**config.mk**
```make
export PLATFORM = sky130hd
export DESIGN_NAME = alu_seq
export DESIGN_NICKNAME = d
export VERILOG_FILES = /design/src/rtl/alu_seq.sv
export SDC_FILE = /design/constraint.sdc
export NUM_CORES = 1
export LEC_CHECK = 0
export BUFFER_PORTS_ARGS = -buffer_cell sky130_fd_sc_hd__buf_2
export CAP_MARGIN = 30
export CORE_ASPECT_RATIO = 1.75
export CORE_MARGIN = 2
export CORE_UTILIZATION = 45
export CTS_CLUSTER_SIZE = 40
export DETAILED_ROUTE_END_ITERATION = 6
export PLACE_DENSITY = 0.64
export SYNTH_ARGS = -nofsm -noshare
export SYNTH_HDL_FRONTEND = slang
export SYNTH_SLANG_ARGS = --single-unit
```
**constraint.sdc**
```tcl
create_clock -name I_clk -period 6.6 [get_ports I_clk]
set_input_delay 0.33 -clock I_clk [delete_from_list [all_inputs] [get_ports I_clk]]
set_output_delay 0.33 -clock I_clk [all_outputs]
set_load 0.02 [all_outputs]
```
**src/rtl/alu_seq.sv**
```systemverilog
// rtl/alu_seq.sv - sequential ALU with iterative shift-add multiply and restoring divide
module alu_seq #(
  parameter int WIDTH = 16,
  parameter int IMM_W = 8
) (
  input  logic             I_clk,
  input  logic             I_reset,
  input  logic             I_valid,
  output logic             O_ready,
  input  logic [3:0]       I_opcode,
  input  logic             I_signed,
  input  logic             I_use_imm,
  input  logic [IMM_W-1:0] I_immediate,
  input  logic [WIDTH-1:0] I_rA,
  input  logic [WIDTH-1:0] I_rB,
  output logic             O_valid,
  input  logic             I_ready,
  output logic [WIDTH-1:0] O_out,
  output logic [5:0]       O_flags
);

  localparam int SHW = $clog2(WIDTH);
  localparam int M   = WIDTH - 1;

  localparam logic [3:0] OP_ADD  = 4'd0;
  localparam logic [3:0] OP_SUB  = 4'd1;
  localparam logic [3:0] OP_AND  = 4'd2;
  localparam logic [3:0] OP_OR   = 4'd3;
  localparam logic [3:0] OP_XOR  = 4'd4;
  localparam logic [3:0] OP_NOT  = 4'd5;
  localparam logic [3:0] OP_SHL  = 4'd6;
  localparam logic [3:0] OP_SHR  = 4'd7;
  localparam logic [3:0] OP_MUL  = 4'd8;
  localparam logic [3:0] OP_MULH = 4'd9;
  localparam logic [3:0] OP_DIV  = 4'd10;
  localparam logic [3:0] OP_REM  = 4'd11;
  localparam logic [3:0] OP_CMP  = 4'd12;

  typedef enum logic [1:0] {IDLE, MUL, DIV, DONE} state_t;

  state_t state, state_next;

  // Operation context captured at accept
  logic [3:0]         op_q;
  logic [WIDTH-1:0]   a_raw_q;
  logic [WIDTH-1:0]   mb_q;
  logic [2*WIDTH-1:0] work_q;
  logic               neg_q;
  logic               rneg_q;
  logic               div0_q;
  logic               ovf_q;
  logic [SHW-1:0]     cnt_q;

  logic [WIDTH-1:0] imm_sext, imm_zext, op_a, op_b, mag_a, mag_b, min_val;
  logic [SHW-1:0]   shamt;
  logic             big_shift, gt_ab, gt_ba, is_mul, is_div, last_iter;
  logic [WIDTH:0]   add_full, sub_full;

  function automatic logic [WIDTH-1:0] magnitude(input logic [WIDTH-1:0] v, input logic s);
    return (s && v[WIDTH-1]) ? (~v + 1'b1) : v;
  endfunction

  assign imm_sext  = WIDTH'($signed(I_immediate));
  assign imm_zext  = WIDTH'(I_immediate);
  assign op_a      = I_rA;
  assign op_b      = I_use_imm ? (I_signed ? imm_sext : imm_zext) : I_rB;
  assign min_val   = {1'b1, {(WIDTH-1){1'b0}}};
  assign shamt     = op_b[SHW-1:0];
  assign big_shift = |op_b[WIDTH-1:SHW];
  assign add_full  = {1'b0, op_a} + {1'b0, op_b};
  assign sub_full  = {1'b0, op_a} - {1'b0, op_b};
  assign gt_ab     = I_signed ? ($signed(op_a) > $signed(op_b)) : (op_a > op_b);
  assign gt_ba     = I_signed ? ($signed(op_b) > $signed(op_a)) : (op_b > op_a);
  assign is_mul    = (I_opcode == OP_MUL) || (I_opcode == OP_MULH);
  assign is_div    = (I_opcode == OP_DIV) || (I_opcode == OP_REM);
  assign mag_a     = magnitude(op_a, I_signed);
  assign mag_b     = magnitude(op_b, I_signed);
  assign last_iter = (cnt_q == SHW'(WIDTH - 1));

  assign O_ready = (state == IDLE);
  assign O_valid = (state == DONE);

  logic [WIDTH-1:0] alu_out;
  logic [5:0]       alu_flags;
  logic             alu_c, alu_v, alu_ill;

  // Single-cycle operations evaluated directly from the request inputs
  always_comb begin
    alu_out = '0;
    alu_c   = 1'b0;
    alu_v   = 1'b0;
    alu_ill = 1'b0;
    case (I_opcode)
      OP_ADD: begin
        alu_out = add_full[WIDTH-1:0];
        alu_c   = add_full[WIDTH];
        alu_v   = (op_a[M] == op_b[M]) && (add_full[M] != op_a[M]);
      end
      OP_SUB: begin
        alu_out = sub_full[WIDTH-1:0];
        alu_c   = sub_full[WIDTH];
        alu_v   = (op_a[M] != op_b[M]) && (sub_full[M] != op_a[M]);
      end
      OP_AND:  alu_out = op_a & op_b;
      OP_OR:   alu_out = op_a | op_b;
      OP_XOR:  alu_out = op_a ^ op_b;
      OP_NOT:  alu_out = ~op_a;
      OP_SHL:  alu_out = big_shift ? '0 : (op_a << shamt);
      OP_SHR: begin
        if (big_shift)
          alu_out = (I_signed && op_a[M]) ? '1 : '0;
        else if (I_signed)
          alu_out = $signed(op_a) >>> shamt;
        else
          alu_out = op_a >> shamt;
      end
      OP_CMP: begin
        alu_out[0] = gt_ba;
        alu_out[1] = gt_ab;
        alu_out[2] = (op_a == op_b);
        alu_out[3] = (op_a == '0);
        alu_out[4] = (op_b == '0);
      end
      OP_MUL, OP_MULH, OP_DIV, OP_REM: alu_out = '0;
      default: alu_ill = 1'b1;
    endcase
    alu_flags = {alu_ill, 1'b0, alu_v, alu_c, ~alu_ill & alu_out[M], ~alu_ill & (alu_out == '0)};
  end

  logic [WIDTH:0]     mul_sum, div_shift;
  logic [WIDTH-1:0]   div_diff;
  logic [2*WIDTH-1:0] work_next;

  // One multiply or divide iteration; work holds {acc, multiplier} or {remainder, quotient}
  always_comb begin
    mul_sum   = '0;
    div_shift = '0;
    div_diff  = '0;
    work_next = work_q;
    if (state == MUL) begin
      mul_sum   = {1'b0, work_q[2*WIDTH-1:WIDTH]} + (work_q[0] ? {1'b0, mb_q} : '0);
      work_next = {mul_sum, work_q[WIDTH-1:1]};
    end else if (state == DIV) begin
      div_shift = work_q[2*WIDTH-1:WIDTH-1];
      div_diff  = div_shift[WIDTH-1:0] - mb_q;
      if (div_shift >= {1'b0, mb_q})
        work_next = {div_diff, work_q[WIDTH-2:0], 1'b1};
      else
        work_next = {div_shift[WIDTH-1:0], work_q[WIDTH-2:0], 1'b0};
    end
  end

  logic [2*WIDTH-1:0] prod;
  logic [WIDTH-1:0]   quot, rem, fin_out;
  logic [5:0]         fin_flags;

  // Sign correction and special cases applied to the final iteration's result
  always_comb begin
    prod = neg_q ? (~work_next + 1'b1) : work_next;
    if (div0_q) begin
      quot = '1;
      rem  = a_raw_q;
    end else if (ovf_q) begin
      quot = min_val;
      rem  = '0;
    end else begin
      quot = neg_q  ? (~work_next[WIDTH-1:0] + 1'b1) : work_next[WIDTH-1:0];
      rem  = rneg_q ? (~work_next[2*WIDTH-1:WIDTH] + 1'b1) : work_next[2*WIDTH-1:WIDTH];
    end
    if (state == MUL)
      fin_out = (op_q == OP_MULH) ? prod[2*WIDTH-1:WIDTH] : prod[WIDTH-1:0];
    else
      fin_out = (op_q == OP_REM) ? rem : quot;
    fin_flags = {1'b0, div0_q, ovf_q, 1'b0, fin_out[M], fin_out == '0};
  end

  // State register
  always_ff @(posedge I_clk) begin
    if (I_reset) state <= IDLE;
    else         state <= state_next;
  end

  // Next-state decode; results leave DONE only on the consumer handshake
  always_comb begin
    state_next = state;
    case (state)
      IDLE: begin
        if (I_valid) begin
          if (is_mul)      state_next = MUL;
          else if (is_div) state_next = DIV;
          else             state_next = DONE;
        end
      end
      MUL:     if (last_iter) state_next = DONE;
      DIV:     if (last_iter) state_next = DONE;
      DONE:    if (I_ready)   state_next = IDLE;
      default: state_next = IDLE;
    endcase
  end

  // Operand capture, iteration, and result registers
  always_ff @(posedge I_clk) begin
    if (I_reset) begin
      op_q    <= '0;
      a_raw_q <= '0;
      mb_q    <= '0;
      work_q  <= '0;
      neg_q   <= 1'b0;
      rneg_q  <= 1'b0;
      div0_q  <= 1'b0;
      ovf_q   <= 1'b0;
      cnt_q   <= '0;
      O_out   <= '0;
      O_flags <= '0;
    end else begin
      case (state)
        IDLE: begin
          if (I_valid) begin
            op_q    <= I_opcode;
            a_raw_q <= op_a;
            mb_q    <= mag_b;
            work_q  <= {{WIDTH{1'b0}}, mag_a};
            neg_q   <= I_signed && (op_a[M] ^ op_b[M]);
            rneg_q  <= I_signed && op_a[M];
            div0_q  <= is_div && (op_b == '0);
            ovf_q   <= is_div && I_signed && (op_a == min_val) && (op_b == '1);
            cnt_q   <= '0;
            if (!is_mul && !is_div) begin
              O_out   <= alu_out;
              O_flags <= alu_flags;
            end
          end
        end
        MUL, DIV: begin
          work_q <= work_next;
          cnt_q  <= cnt_q + 1'b1;
          if (last_iter) begin
            O_out   <= fin_out;
            O_flags <= fin_flags;
          end
        end
        default: ;
      endcase
    end
  end

endmodule

```
==> results.py, run 1 <==
metrics = {
    "run": {
        "cap_violations": 0,
    },
    "finish": {
        "final_core_utilization_pct": 49.30,
        "final_common_cell": "sky130_fd_sc_hd__nand2_1",
        "nNetsFinal": 2262,
        "most-common-layout-cells": "241 x sky130_fd_sc_hd__nand2_1, 204 x sky130_fd_sc_hd__nor2_1, 184 x sky130_fd_sc_hd__a21oi_1, 130 x sky130_fd_sc_hd__o21ai_0, 115 x sky130_fd_sc_hd__ha_1",
        "areaGrowthSynthToFinish_pct": 8.055,
        "post_route_cells_drive_above_1_share_pct": 10.11,
    },
    "synthesis": {
        "synth-async-reset-ratio_pct": 0,
        "synth_fp_nets": 2260,
        "synth_edf_count": 0,
        "cell_count_after_synthesis": 2090,
        "synth_top_area_cell": "sky130_fd_sc_hd__dfxtp_1",
        "synthTopCellsByArea": "sky130_fd_sc_hd__dfxtp_1 14%, sky130_fd_sc_hd__ha_1 10%, sky130_fd_sc_hd__a21oi_1 6.4%, sky130_fd_sc_hd__nand2_1 6.3%, sky130_fd_sc_hd__mux2i_1 5.4%",
        "post-synth-top-area-fraction_pct": 13.92,
        "postSynthAreaPerCell_um2": 6.883,
        "synth_cell_types": 91,
        "mapped_cell_area_um2": 14390,
        "ys_seq_elements": 100,
        "synth-warning-count": 0,
        "yosysSeqAreaShare_pct": 13.92,
        "synth_flop_cell": "sky130_fd_sc_hd__dfxtp_1",
    },
    "critical_path": {
        "crit_path_top_delay_cell": "sky130_fd_sc_hd__nor3_1",
        "worst-r2r-cell-count": 20,
        "end_of_the_worst_register_to_register_path": "O_flags[0]$_SDFFE_PP0P_",
        "r2r_setup_slack_ps": 700,
        "cp_cell_sequence": "ha_1 -> and2_4 -> a221oi_2 -> and3_1 -> o21ai_2 -> a311oi_1 -> a21oi_1 -> inv_1 -> ha_1 -> nand2_1 -> nor3_1 -> a21oi_1 -> xnor2_1 -> nand2_1 -> o311ai_0 -> a22oi_1 -> o311ai_0 -> nand4b_1 -> or4_1 -> o41ai_2",
        "crit_path_max_fanout": 12,
        "worst_path_largest_cell_delay_ps": 670,
        "critical_path_arrival_ps": 6180,
        "reg2reg_from": "work_q[18]$_SDFFE_PP0P_",
        "timing_worst_setup_path_type": "reg -> reg",
        "startpoint_kind_of_the_worst_setup_timing_path": "flop",
        "critical_path.endpoint_type": "flop",
        "worstPathRequired_ps": 6880,
    },
    "global_route": {
        "grtUsageTotal_pct": 41.85,
        "first_global_vias": 16430,
        "grt_first_pass_wirelength_um": 105200,
        "gr-usage-met3_pct": 8.445,
        "number_of_antenna_violations_at_the_first_check_in_global_routing": 3,
        "global_route.overflow_total": 0,
        "met1_usage_grt_pct": 40.41,
        "grt.met2_usage_pct": 73.01,
        "grt.busiest_layer": "met2",
        "grt_max_degree": 89,
    },
    "cts": {
        "tritoncts.num_buffers": 9,
        "cts.clk_slew.worst_paths_ps": 90,
        "cts_root_buf": "sky130_fd_sc_hd__clkbuf_16",
        "insertion_delay_ps": 380,
        "postCtsSetupBuffers": 0,
        "tritoncts_clock_tree": "done",
        "cts_hold_buffers": 0,
        "max-clock-path-buffers": 2,
        "post_cts.resized_instances": 0,
        "h-tree-depth": 3,
        "cts_num_sinks": 100,
    },
    "worst_hold_path": {
        "worst_hold_path.num_cells": 2,
        "holdCritStartpoint": "I_reset",
        "hold_class": "in -> reg",
        "endpoint_with_the_worst_hold_slack": "O_flags[2]$_SDFFE_PP0P_",
    },
    "pwr": {
        "finalPower_mw": 6.184,
        "power.density_nw_per_um2": 397.8,
        "total_leakage_power_nw": 6.395,
        "ir_worst_vdd_uv": 295.6,
    },
    "placement": {
        "hpwl_um": 55130,
        "numPortBuffers": 73,
        "globalplace.congestion": 1.120,
    },
    "sta": {
        "worst_clock_skew_ps": 15.87,
        "fin_hold_ws_ps": 208.6,
        "final_min_period_over_clock_period_pct": 89.40,
        "worst-slew-pin-transition_ps": 1126,
        "timing.max_slew.rel_slack_pct": 24.12,
        "setup-violations-final": 0,
        "timing.final.max_slew_violations": 0,
        "grt_setup_unrepaired": "false",
        "maxClockFrequency_ghz": 0.1695,
        "setup-tns-final_ps": 0,
        "finalCriticalPeriod_ps": 5900,
        "hold_violations": 0,
    },
    "floorplan": {
        "die_area_um2": 33470,
        "floorplan.initialDensity_pct": 45.63,
        "floorplan.rows": 86,
        "core_footprint_um2": 31530,
        "height_of_the_chip_um": 240.5,
        "floorplan.io_pins": 74,
        "floorplan.die.width_um": 139.2,
    },
    "outcome": {
        "violations": "DRC",
        "run_status": "finished, violations left",
    },
    "route": {
        "detail_route.drc_violations": 3,
        "final_routed_wirelength_um": 71790,
        "drtPass1Iterations": 7,
        "drt-vias-per-instance": 6.901,
        "number_of_drc_violations_after_detailed_routing_iteration_0": 1788,
        "ant_nets": 0,
        "route.detailed.wl_per_inst_um": 28.78,
        "detailroute.via_count": 17220,
    },
}
-- layout make-up --
cell class	instances	area [um2]
Antenna cell	2	5.005
Clock buffer	9	225.2
Clock inverter	7	86.33
Fill cell	3267	15980
Inverter	111	416.7
Multi-Input combinational cell	1730	11430
Sequential cell	100	2002
Tap cell	396	495.5
Timing Repair Buffer	140	878.3
-- stage by stage --
stage          cell area (um2)  setup slack [ps]  std cells
6_report                 15540             699.6       2495
5_1_grt                  15540             367.0       2493
4_1_cts                  15500             935.9       2488
3_5_place_dp             15190             999.1       2472
3_3_place_gp             15190              1076       2471
2_1_floorplan            14390              1334       2090
-- synthesized netlist by cell type (56+ instances only) --
cell	instances
sky130_fd_sc_hd__ha_1	116
sky130_fd_sc_hd__xnor2_1	56
sky130_fd_sc_hd__dfxtp_1	100
sky130_fd_sc_hd__nand2_1	241
sky130_fd_sc_hd__inv_1	107
sky130_fd_sc_hd__nor3_1	66
sky130_fd_sc_hd__nand3_1	56
sky130_fd_sc_hd__o21ai_0	131
sky130_fd_sc_hd__nor2_1	204
sky130_fd_sc_hd__a21oi_1	184
sky130_fd_sc_hd__clkbuf_1	125
sky130_fd_sc_hd__mux2i_1	78
-- worst max path at each step --
stage,start,endpoint,slack (ps)
floorplan,state[1]$_SDFFE_PP0P_,O_flags[0]$_SDFFE_PP0P_,1330
global placement,work_q[15]$_SDFFE_PP0P_,O_out[13]$_SDFFE_PP0P_,1080
finish,work_q[18]$_SDFFE_PP0P_,O_flags[0]$_SDFFE_PP0P_,700
detailed placement,work_q[15]$_SDFFE_PP0P_,O_out[13]$_SDFFE_PP0P_,1000
CTS,work_q[18]$_SDFFE_PP0P_,O_flags[0]$_SDFFE_PP0P_,940
global route,work_q[18]$_SDFFE_PP0P_,O_flags[0]$_SDFFE_PP0P_,370
-- registers in the layout, indices dropped and copies added, names as in the netlist --
register,flops
work_q,32
O_out,16
a_raw_q,16
mb_q,16
O_flags,6
cnt_q,4
op_q,4
state,2
div0_q,1
neg_q,1
ovf_q,1
rneg_q,1
-- power breakdown --
| group | internal [mW] | leakage [nW] | switching [mW] |
|---|---|---|---|
| clock network | 0.275 | 0.152 | 0.298 |
| logic | 1.49 | 5.43 | 3.20 |
| registers | 0.741 | 0.817 | 0.176 |
| total | 2.51 | 6.39 | 3.68 |
-- metal layers --
layer	vias to the layer above	routed length, um
met3	420	5337
met4	4	8778
li1	7708	-
met1	8116	23270
met2	971	34390
met5	-	19
-- logic make-up (layout without fill, tap and decap cells) --
group / after synthesis / after routing / synth area share [%]
simple gates: 738 / 738 / 23.92
compound gates: 712 / 712 / 33.41
buf+inv: 260 / 267 / 6.932
fa+ha+maj: 120 / 120 / 10.65
flops: 100 / 100 / 13.92
mux: 90 / 90 / 6.915
xor+xnor: 70 / 70 / 4.262
other cells: 0 / 2 / 0
-- worst max-delay path: cells and delay by family, from the launching register on --
| kind | cells | cell delay (ps) |
|---|---|---|
| AO/OA/AOI/OAI | 9 | 2390 |
| AND/OR/NAND/NOR | 7 | 2060 |
| adder cells (fa/ha/maj) | 2 | 530 |
| flip-flops | 1 | 490 |
| XOR/XNOR | 1 | 230 |
| buffers and inverters | 1 | 100 |
Power figures use the tool's default switching activity.
==> run 2, diff against run 1 <==
REMOVE_ABC_BUFFERS = 1   (was not set)
==> run 2 against run 1 <==
The flow now finishes without violations. Critical path type unchanged. Clock skew shrank 2.5 ps. Via count is essentially flat. First-iteration DRC count shrank 13%. Die area is the same. Critical endpoint is now O_out[13]$_SDFFE_PP0P_. Cell count shrank 0.32%. Clock-buffer cell count is the same. Global-route usage shrank 2.0 points. Critical path depth shrank 3. Non-clock buffer count shrank 7. Register-to-register slack gained 110 ps. Maximum frequency grew 2.0%. Routed wire length shrank 4.8%.
==> results.py, run 2 (synthesis gave the netlist of run 1 again) <==
metrics = {
    "global_route": {
        "number_of_antenna_violations_at_the_first_check_in_global_routing": 2,
        "grt_first_pass_wirelength_um": 100800,
        "global_route.overflow_total": 0,
        "grtUsageTotal_pct": 39.87,
        "first_global_vias": 16410,
        "grt_max_degree": 70,
    },
    "finish": {
        "final_common_cell": "sky130_fd_sc_hd__nand2_1",
        "multi_input_area_um2": 11440,
        "max_flop_register": "work_q",
        "areaGrowthSynthToFinish_pct": 7.585,
        "register_area_um2": 2002,
        "nNetsFinal": 2255,
        "flip_flop_count_of_the_largest_register_all_copies_and_words_added": 32,
        "post_route_cells_drive_above_1_share_pct": 9.809,
        "finalNonFillerCells": 2487,
        "final.fill_count": 3292,
        "most-common-layout-cells": "241 x sky130_fd_sc_hd__nand2_1, 204 x sky130_fd_sc_hd__nor2_1, 184 x sky130_fd_sc_hd__a21oi_1, 131 x sky130_fd_sc_hd__o21ai_0, 115 x sky130_fd_sc_hd__ha_1",
    },
    "critical_path": {
        "crit_path_max_fanout": 20,
        "critical_path.endpoint_type": "flop",
        "worst-r2r-cell-count": 17,
        "reg2reg_from": "work_q[0]$_SDFFE_PP0P_",
        "worstPathBufferInverterCount": 1,
        "end_of_the_worst_register_to_register_path": "O_out[13]$_SDFFE_PP0P_",
        "timing_worst_setup_path_type": "reg -> reg",
        "startpoint_kind_of_the_worst_setup_timing_path": "flop",
        "crit_path_top_delay_cell": "sky130_fd_sc_hd__dfxtp_1",
        "startpoint": "work_q[0]$_SDFFE_PP0P_",
        "critical_path_arrival_ps": 6110,
        "critical_path.top_delay_family": "simple AND/OR/NAND/NOR gates",
        "worst_path_largest_cell_delay_ps": 840,
        "cp_cell_sequence": "and2_1 -> ha_1 -> inv_1 -> fa_1 -> nor2b_1 -> o31a_1 -> o21ai_1 -> mux2i_1 -> a311o_1 -> or2_0 -> or4_1 -> or4_1 -> or4_1 -> a21oi_1 -> a211oi_1 -> a2111oi_2 -> a31o_1",
        "r2r_setup_slack_ps": 810,
        "path_common_cell": "sky130_fd_sc_hd__or4_1",
        "worstPathRequired_ps": 6930,
    },
    "floorplan": {
        "core_footprint_um2": 31530,
        "floorplan.rows": 86,
        "floorplan.io_pins": 74,
        "floorplan.initialDensity_pct": 45.63,
        "floorplan.die.width_um": 139.2,
        "die_area_um2": 33470,
        "height_of_the_chip_um": 240.5,
    },
    "sta": {
        "grt_setup_unrepaired": "false",
        "maxClockFrequency_ghz": 0.1728,
        "worst_clock_skew_ps": 13.39,
        "timing.max_slew.rel_slack_pct": 24.51,
        "setup-violations-final": 0,
        "hold_violations": 0,
        "finalCriticalPeriod_ps": 5786,
        "worst-slew-pin-transition_ps": 1122,
        "setup-tns-final_ps": 0,
        "fin_hold_ws_ps": 240.1,
        "timing.final.max_slew_violations": 0,
        "final_min_period_over_clock_period_pct": 87.66,
    },
    "route": {
        "drt-vias-per-instance": 6.929,
        "route.detailed.wl_per_inst_um": 27.49,
        "detailroute.via_count": 17230,
        "final_routed_wirelength_um": 68360,
        "detail_route.drc_violations": 0,
        "ant_nets": 0,
        "number_of_drc_violations_after_detailed_routing_iteration_0": 1548,
        "drtPass1Iterations": 6,
    },
    "placement": {
        "placedCellCount": 2466,
        "numPortBuffers": 73,
        "hpwl_um": 52130,
        "globalplace.congestion": 1.059,
    },
    "pwr": {
        "finalPower_mw": 6.021,
        "ir_worst_vdd_uv": 260.3,
        "power.density_nw_per_um2": 389.0,
        "total_leakage_power_nw": 6.351,
    },
    "cts": {
        "h-tree-depth": 3,
        "max-clock-path-buffers": 2,
        "insertion_delay_ps": 380,
        "postCtsSetupBuffers": 0,
        "cts.clk_slew.worst_paths_ps": 80,
        "tritoncts_clock_tree": "done",
        "tritoncts.num_buffers": 9,
        "cts_root_buf": "sky130_fd_sc_hd__clkbuf_16",
        "post_cts.resized_instances": 0,
        "cts_num_sinks": 100,
        "cts_hold_buffers": 0,
    },
    "run": {
        "cap_violations": 0,
    },
    "worst_hold_path": {
        "hold_class": "in -> reg",
        "holdCritStartpoint": "I_opcode[3]",
        "worst_hold_path.num_cells": 3,
        "endpoint_with_the_worst_hold_slack": "op_q[3]$_SDFFE_PP0P_",
    },
    "outcome": {
        "run_status": "completed",
    },
}
[run 2: cell type report]
cell class	instances	area share, %
Antenna cell	1	0.01617
Clock buffer	9	1.455
Clock inverter	7	0.5417
Inverter	111	2.692
Multi-Input combinational cell	1730	73.93
Sequential cell	100	12.94
Tap cell	396	3.202
Timing Repair Buffer	133	5.223
[run 2: metal layers]
layer	GRT usage, %	part of all wire [%]
met5	0	0.019
met4	38.51	12
met1	37.95	32
met2	71.23	49
met3	7.469	7.5
[run 2: through the flow]
step,utilization [%],cell area (um2),setup WS (ps)
final,49.09,15480,814.4
after global routing,49.08,15470,590.9
after CTS,49.01,15450,925.1
after detailed placement,48.03,15140,945.1
after global placement,48.01,15140,1036
after floorplan,-,13800,207.9
[run 2: worst max-delay path by stage]
stage / to / cells after the start / slack [ps]
after detailed placement: O_out[13]$_SDFFE_PP0P_ / 17 / 950
after global routing: O_flags[0]$_SDFFE_PP0P_ / 21 / 590
after floorplan: O_out[13]$_SDFFE_PP0P_ / 14 / 210
final: O_out[13]$_SDFFE_PP0P_ / 17 / 810
after CTS: O_out[13]$_SDFFE_PP0P_ / 17 / 930
after global placement: O_out[13]$_SDFFE_PP0P_ / 17 / 1040
[run 2: power breakdown]
group | switching, mW | total (mW) | internal [mW]
Sequential | 0.165 | 0.905 | 0.741
Combinational | 3.08 | 4.55 | 1.47
Clock | 0.264 | 0.564 | 0.300
[run 2: tightest hold or removal path: cells and delay by family]
kind,cells,cell delay [ps]
compound gates,1,50
buf+inv,1,130
simple gates,1,60
